$ cat config.mk
export PLATFORM = sky130hd
export DESIGN_NAME = time_capture_ctrl
export DESIGN_NICKNAME = d
export VERILOG_FILES = /design/src/rtl/time_capture_ctrl.sv
export SDC_FILE = /design/constraint.sdc
export NUM_CORES = 1
export LEC_CHECK = 0
export ABC_AREA = 1
export CORE_AREA = 8 8 104 106
export DETAILED_ROUTE_END_ITERATION = 10
export DIE_AREA = 0 0 112 114
export GPL_ROUTABILITY_DRIVEN = 1
export HOLD_SLACK_MARGIN = 0.15
export PLACE_DENSITY_LB_ADDON = 0.2
export SLEW_MARGIN = 20
export SYNTH_ARGS = -nofsm -noshare
export SYNTH_HDL_FRONTEND = slang
export SYNTH_SLANG_ARGS = --single-unit
$ cat constraint.sdc
create_clock -name ck100MHz -period 1.96 [get_ports ck100MHz]
set_input_delay 0.294 -clock ck100MHz [delete_from_list [all_inputs] [get_ports ck100MHz]]
set_output_delay 0.294 -clock ck100MHz [all_outputs]
set_load 0.005 [all_outputs]
$ cat src/rtl/time_capture_ctrl.sv
// -----------------------------------------------------------------------------
// time_capture_ctrl
//
// Trigger-based capture sequencer for the time-domain display buffer. It takes
// the 48 kHz sample stream and writes trigger-aligned frames of DEPTH samples
// into port A of the time-buffer block RAM. Supports auto, normal and
// single-shot triggering, power-of-two decimation, freeze, and a holdoff that
// releases only on a video frame start so the display never shows a torn frame.
//
// Ports:
//   ck100MHz    in   system clock, rising edge
//   rstN        in   asynchronous active-low reset
//   sampleStb   in   one-cycle pulse, sampleData valid
//   sampleData  in   signed 8-bit time sample
//   trigLevel   in   signed 8-bit trigger threshold
//   trigMode    in   00 auto, 01 normal, 10 single, 11 auto
//   decim       in   keep one sample in every 2^decim strobes
//   freeze      in   level, inhibits starting a new capture
//   armStb      in   one-cycle pulse, re-arms after a single-shot capture
//   frameStb    in   one-cycle pulse at video frame start (ck100MHz domain)
//   enaTime     out  buffer port A enable
//   weaTime     out  buffer port A write enable
//   addraTime   out  buffer write address
//   dinaTime    out  buffer write data
//   busy        out  waiting for a trigger or capturing
//   trigForced  out  last capture was started by the auto timeout
// -----------------------------------------------------------------------------
module time_capture_ctrl #(
   parameter int DEPTH        = 640,
   parameter int AUTO_TIMEOUT = 4800,
   parameter int ADDR_W       = 10
) (
   input  logic              ck100MHz,
   input  logic              rstN,
   input  logic              sampleStb,
   input  logic [7:0]        sampleData,
   input  logic [7:0]        trigLevel,
   input  logic [1:0]        trigMode,
   input  logic [2:0]        decim,
   input  logic              freeze,
   input  logic              armStb,
   input  logic              frameStb,
   output logic              enaTime,
   output logic              weaTime,
   output logic [ADDR_W-1:0] addraTime,
   output logic [7:0]        dinaTime,
   output logic              busy,
   output logic              trigForced
);

   localparam int TO_W = (AUTO_TIMEOUT > 2) ? $clog2(AUTO_TIMEOUT) : 1;

   typedef enum logic [2:0] {
      S_IDLE,
      S_WAIT_TRIG,
      S_CAPTURE,
      S_HOLD,
      S_DONE
   } state_t;

   state_t            state;
   logic [6:0]        stb_cnt;      // counts every strobe, cleared on WAIT_TRIG entry
   logic [TO_W-1:0]   to_cnt;       // accepted samples seen while waiting (auto mode)
   logic [ADDR_W-1:0] wr_cnt;       // next capture address
   logic [7:0]        prev_sample;  // last accepted sample, for edge detection
   logic [1:0]        mode_q;       // trigger mode latched at WAIT_TRIG entry
   logic [2:0]        decim_q;      // decimation latched at WAIT_TRIG entry

   logic [6:0] dec_mask;
   logic       accept;
   logic       crossing;
   logic       auto_mode;
   logic       single_mode;
   logic       timeout;
   logic       enter_wait;

   // decim=7 wraps the shift to zero, so the mask becomes all ones (1 in 128).
   assign dec_mask    = (7'd1 << decim_q) - 7'd1;
   assign accept      = sampleStb && ((stb_cnt & dec_mask) == 7'd0);
   assign crossing    = accept
                        && ($signed(prev_sample) <  $signed(trigLevel))
                        && ($signed(sampleData)  >= $signed(trigLevel));
   assign single_mode = (mode_q == 2'b10);
   assign auto_mode   = (mode_q != 2'b01) && !single_mode;
   assign timeout     = accept && auto_mode && (to_cnt == TO_W'(AUTO_TIMEOUT - 1));

   // frameStb wins over a coincident sample in HOLD: the sample never writes,
   // and because the trigger check only runs in WAIT_TRIG, a sample arriving on
   // the entry cycle cannot trigger either.
   assign enter_wait  = !freeze && ((state == S_IDLE)
                        || (state == S_HOLD && frameStb && !single_mode));

   // NOTE: all state uses non-blocking assignments and the async reset branch
   // clears every register, so a reset mid-capture drops the outputs at once
   // while the RAM contents are simply left alone.
   always_ff @(posedge ck100MHz or negedge rstN) begin
      if (!rstN) begin
         state       <= S_IDLE;
         stb_cnt     <= '0;
         to_cnt      <= '0;
         wr_cnt      <= '0;
         prev_sample <= '0;
         mode_q      <= '0;
         decim_q     <= '0;
         enaTime     <= 1'b0;
         weaTime     <= 1'b0;
         addraTime   <= '0;
         dinaTime    <= '0;
         busy        <= 1'b0;
         trigForced  <= 1'b0;
      end else begin
         // NOTE: the write strobes default low every cycle so a write is a
         // single-cycle pulse; address and data keep their last values.
         enaTime <= 1'b0;
         weaTime <= 1'b0;

         // busy follows the state one cycle late.
         busy <= (state == S_WAIT_TRIG) || (state == S_CAPTURE);

         if (accept) begin
            prev_sample <= sampleData;
         end

         if (enter_wait) begin
            stb_cnt <= '0;
            to_cnt  <= '0;
            mode_q  <= trigMode;
            decim_q <= decim;
         end else if (sampleStb) begin
            stb_cnt <= stb_cnt + 7'd1;
         end

         unique case (state)
            S_IDLE: begin
               if (!freeze) begin
                  state <= S_WAIT_TRIG;
               end
            end

            S_WAIT_TRIG: begin
               if (crossing || timeout) begin
                  enaTime    <= 1'b1;
                  weaTime    <= 1'b1;
                  addraTime  <= '0;
                  dinaTime   <= sampleData;
                  wr_cnt     <= ADDR_W'(1);
                  trigForced <= !crossing;
                  state      <= (DEPTH == 1) ? S_HOLD : S_CAPTURE;
               end else if (accept && auto_mode) begin
                  to_cnt <= to_cnt + TO_W'(1);
               end
            end

            S_CAPTURE: begin
               if (accept) begin
                  enaTime   <= 1'b1;
                  weaTime   <= 1'b1;
                  addraTime <= wr_cnt;
                  dinaTime  <= sampleData;
                  if (wr_cnt == ADDR_W'(DEPTH - 1)) begin
                     state <= S_HOLD;
                  end else begin
                     wr_cnt <= wr_cnt + ADDR_W'(1);
                  end
               end
            end

            S_HOLD: begin
               if (frameStb) begin
                  if (single_mode) begin
                     state <= S_DONE;
                  end else if (freeze) begin
                     state <= S_IDLE;
                  end else begin
                     state <= S_WAIT_TRIG;
                  end
               end
            end

            S_DONE: begin
               if (armStb) begin
                  state <= S_IDLE;
               end
            end

            default: state <= S_IDLE;
         endcase
      end
   end

endmodule

==> out/qor.yml <==
status: "complete, but fails checks"
failed_checks: "negative setup slack"
slew_headroom_pct: 77.8
whs_ns: 0.340
p_comb_share_pct: 46.9
drt_first_iter_violations: 156
start_kind: "primary input"
hold_viol: 0
clock_sinks: 67
drive_gt1_share_pct: 20.2
clock_latency_ns: 0.34
cp_top_family: "simple AND/OR/NAND/NOR gates"
setup_slack_ns: -0.0680
switching_share_pct: 39.3
grtUsageMet3_pct: 3.06
synthCells: 533
synth_cell_types: 35
rsz0062_at_grt: "yes"
clock-root-buffer: "clkbuf_8"
setup_tns_ns: -1.31
pre_cts_slack_ns: -0.616
clk_pin_slew_ns: 0.08
critical_path_arrival_ns: 2.27
crit_fanout: 5
io_buffers: 48
dp_cells: 718
gr-total-overflow: 0
drcViolationCount: 0
required_ns: 2.20
die_h_um: 114
yosysSeqAreaShare_pct: 42.1
grt_max_degree: 42
grtUsageMet2_pct: 29.1
nFillCells: 816
grt_pass1_wl_mm: 17.1
dp_hpwl_mm: 7.26
slew_viol_final: 0
grt_usage_pct: 16.4
drt-wirelength-per-cell_um: 13.9
dr.pass1.iters: 5
min_period_ns: 2.03
num_vias: 3779
core_um2: 9110
ys_ff_latch: 67
vias_per_cell: 5.11
clock_skew_ns: 0.00846
dieArea_um2: 12800
fp.dieW_um: 112
setup_viol: 37
grt_pass1_vias: 3636
gp_congestion: 0.844
fin_cells: 739
grt_util_met1_pct: 19.6
endpoint_kind: "flop"
path_buf_inv: 3
power_density_nw_per_um2: 1190
htree_num_levels: 3
regArea_um2: 1680
crit_chain: "clkdlybuf4s50_1, inv_1, ha_2, a21oi_2, nor2_1, nor3_2, nand2_1, a21oi_2, nand3_4, nand3_4, buf_6, nand3_4, nand2_2, nand2_2"
period_share_pct: 103
cts.path.max_buffers: 2
antenna_cells: 0
syn-num-nets: 579
max_stage_delay_ns: 0.46
antenna_found_initial: 0
tritoncts: "built"
synth_area_um2: 3990
final_nets: 669
cp_common_cell: "nand3_4"
synthToLayoutAreaGrowth_pct: 36.7
gr-max-usage-layer: "met2"
ys_warn_count: 0
antenna_left: 0
start_util_pct: 43.8
numCtsBuffers: 9
tightestPinTransition_ns: 0.331
final_common_cell: "nand2_1"
seqPwrFrac_pct: 30.8
p_switching_mw: 2.54
rows: 35
pin_count: 49
layout_common_cells: "nand2_1, dfrtp_1, inv_1"
avgSynthCellArea_um2: 7.48
wl_mm: 10.3
p_clk_share_pct: 22.4
multi_input_comb_area_um2: 2280
intPower_mw: 3.93
critical_path_class: "primary input to flop"
cap_viol_max_count: 0
cpMaxStageDelayCell: "clkdlybuf4s50_1"
cellLeakagePower_nw: 2.73
fmax_mhz: 493
vdd_drop_max_mv: 0.569
hold_path_class: "primary input to flop"
stage by stage:
stage | instance area (um^2) | power [mW] | util (%)
2_1_floorplan | 3990 | 3.45 | -
6_report | 5450 | 6.47 | 59.8
3_5_place_dp | 4860 | 4.55 | 53.4
3_3_place_gp | 4860 | 4.48 | 53.4
4_1_cts | 5340 | 6.33 | 58.7
5_1_grt | 5450 | 6.95 | 59.8
final timing paths:
path                                start        endpoint  slack (ns)  cells past startpoint
setup reg to reg           prev_sample[5]        state[1]       -0.04                     12
min in group asynchronous            rstN  prev_sample[2]        0.36                      2
max in group asynchronous            rstN      decim_q[0]        1.04                      3
setup / recovery             trigLevel[4]        state[1]       -0.07                     14
hold reg to reg                 wr_cnt[9]       wr_cnt[9]        0.49                      2
hold / removal              sampleData[0]     dinaTime[0]        0.34                      3
routing by layer:
layer / share of wire (%) / wire [um] / vias to the layer above
li1: - / - / 1912
met1: 44 / 4540 / 1765
met2: 50 / 5160 / 89
met3: 4.1 / 417 / 13
met4: 1.5 / 150 / 0
met5: 0 / 0 / -
final cells by class:
cell class / instances / area share (%)
Sequential cell: 67 / 30.8
Clock inverter: 6 / 2.07
Timing Repair Buffer: 91 / 15.8
Clock buffer: 10 / 2.53
Inverter: 63 / 4.57
Tap cell: 111 / 2.55
Multi-Input combinational cell: 391 / 41.8
sequential cells by signal (all words and copies together), names as in the netlist:
signal / count
busy: 1
addraTime: 10
prev_sample: 8
to_cnt: 13
trigForced: 1
wr_cnt: 10
weaTime: 1
mode_q: 2
stb_cnt: 7
decim_q: 3
state: 3
dinaTime: 8
Yosys cell counts, drive strengths merged:
| library cell | number | share of area, % |
|---|---|---|
| nor4 | 1 | 0.16 |
| nand2 | 186 | 18 |
| nand3 | 57 | 8.0 |
| o41ai | 1 | 0.22 |
| clkbuf | 2 | 0.19 |
| inv | 63 | 5.9 |
| a31oi | 1 | 0.16 |
| xnor2 | 1 | 0.22 |
| nor2 | 32 | 3.0 |
| nor3b | 1 | 0.19 |
| dfrtp | 67 | 42 |
| a21oi | 17 | 2.3 |
| buf | 12 | 1.8 |
| ha | 19 | 6.0 |
| nand4 | 16 | 2.5 |
| a21boi | 1 | 0.28 |
| o21bai | 1 | 0.19 |
| o21a | 2 | 0.38 |
| xor2 | 11 | 2.4 |
| nand3b | 1 | 0.19 |
| nor3 | 19 | 2.8 |
| o21ai | 22 | 2.8 |
power groups by stage:
stage	Clock, mW	Sequential, mW	Combinational [mW]
3_3_place_gp	0	1.99	2.50
4_1_cts	1.47	1.99	2.88
3_5_place_dp	0	1.99	2.56
5_1_grt	1.52	2.04	3.39
6_report	1.45	1.99	3.03
2_1_floorplan	0	1.96	1.49
kinds of logic after synthesis:
family | after synthesis | synth area share (%)
compound gates | 45 | 6.31
xor+xnor | 12 | 2.64
fa+ha+maj | 19 | 5.97
buf+inv | 77 | 7.88
flops | 67 | 42.1
simple gates | 313 | 35.1
worst min-delay path: stages:
cell	delay (ns)
dlygate4sd2_1	0.24
nand2_1	0.06
nand2_1	0.06
repair_timing:
| action | 4_1_cts | 5_1_grt |
|---|---|---|
| gates cloned | 0 | 2 |
| buffers inserted | 1 | 1 |
| pin swaps | 11 | 16 |
| endpoints found under the setup margin | 46 | 46 |
| gates resized for setup | 54 | 21 |
| hold buffers | 1 | 0 |
| hold endpoints to repair | 49 | 0 |
Power figures use the tool's default switching activity.
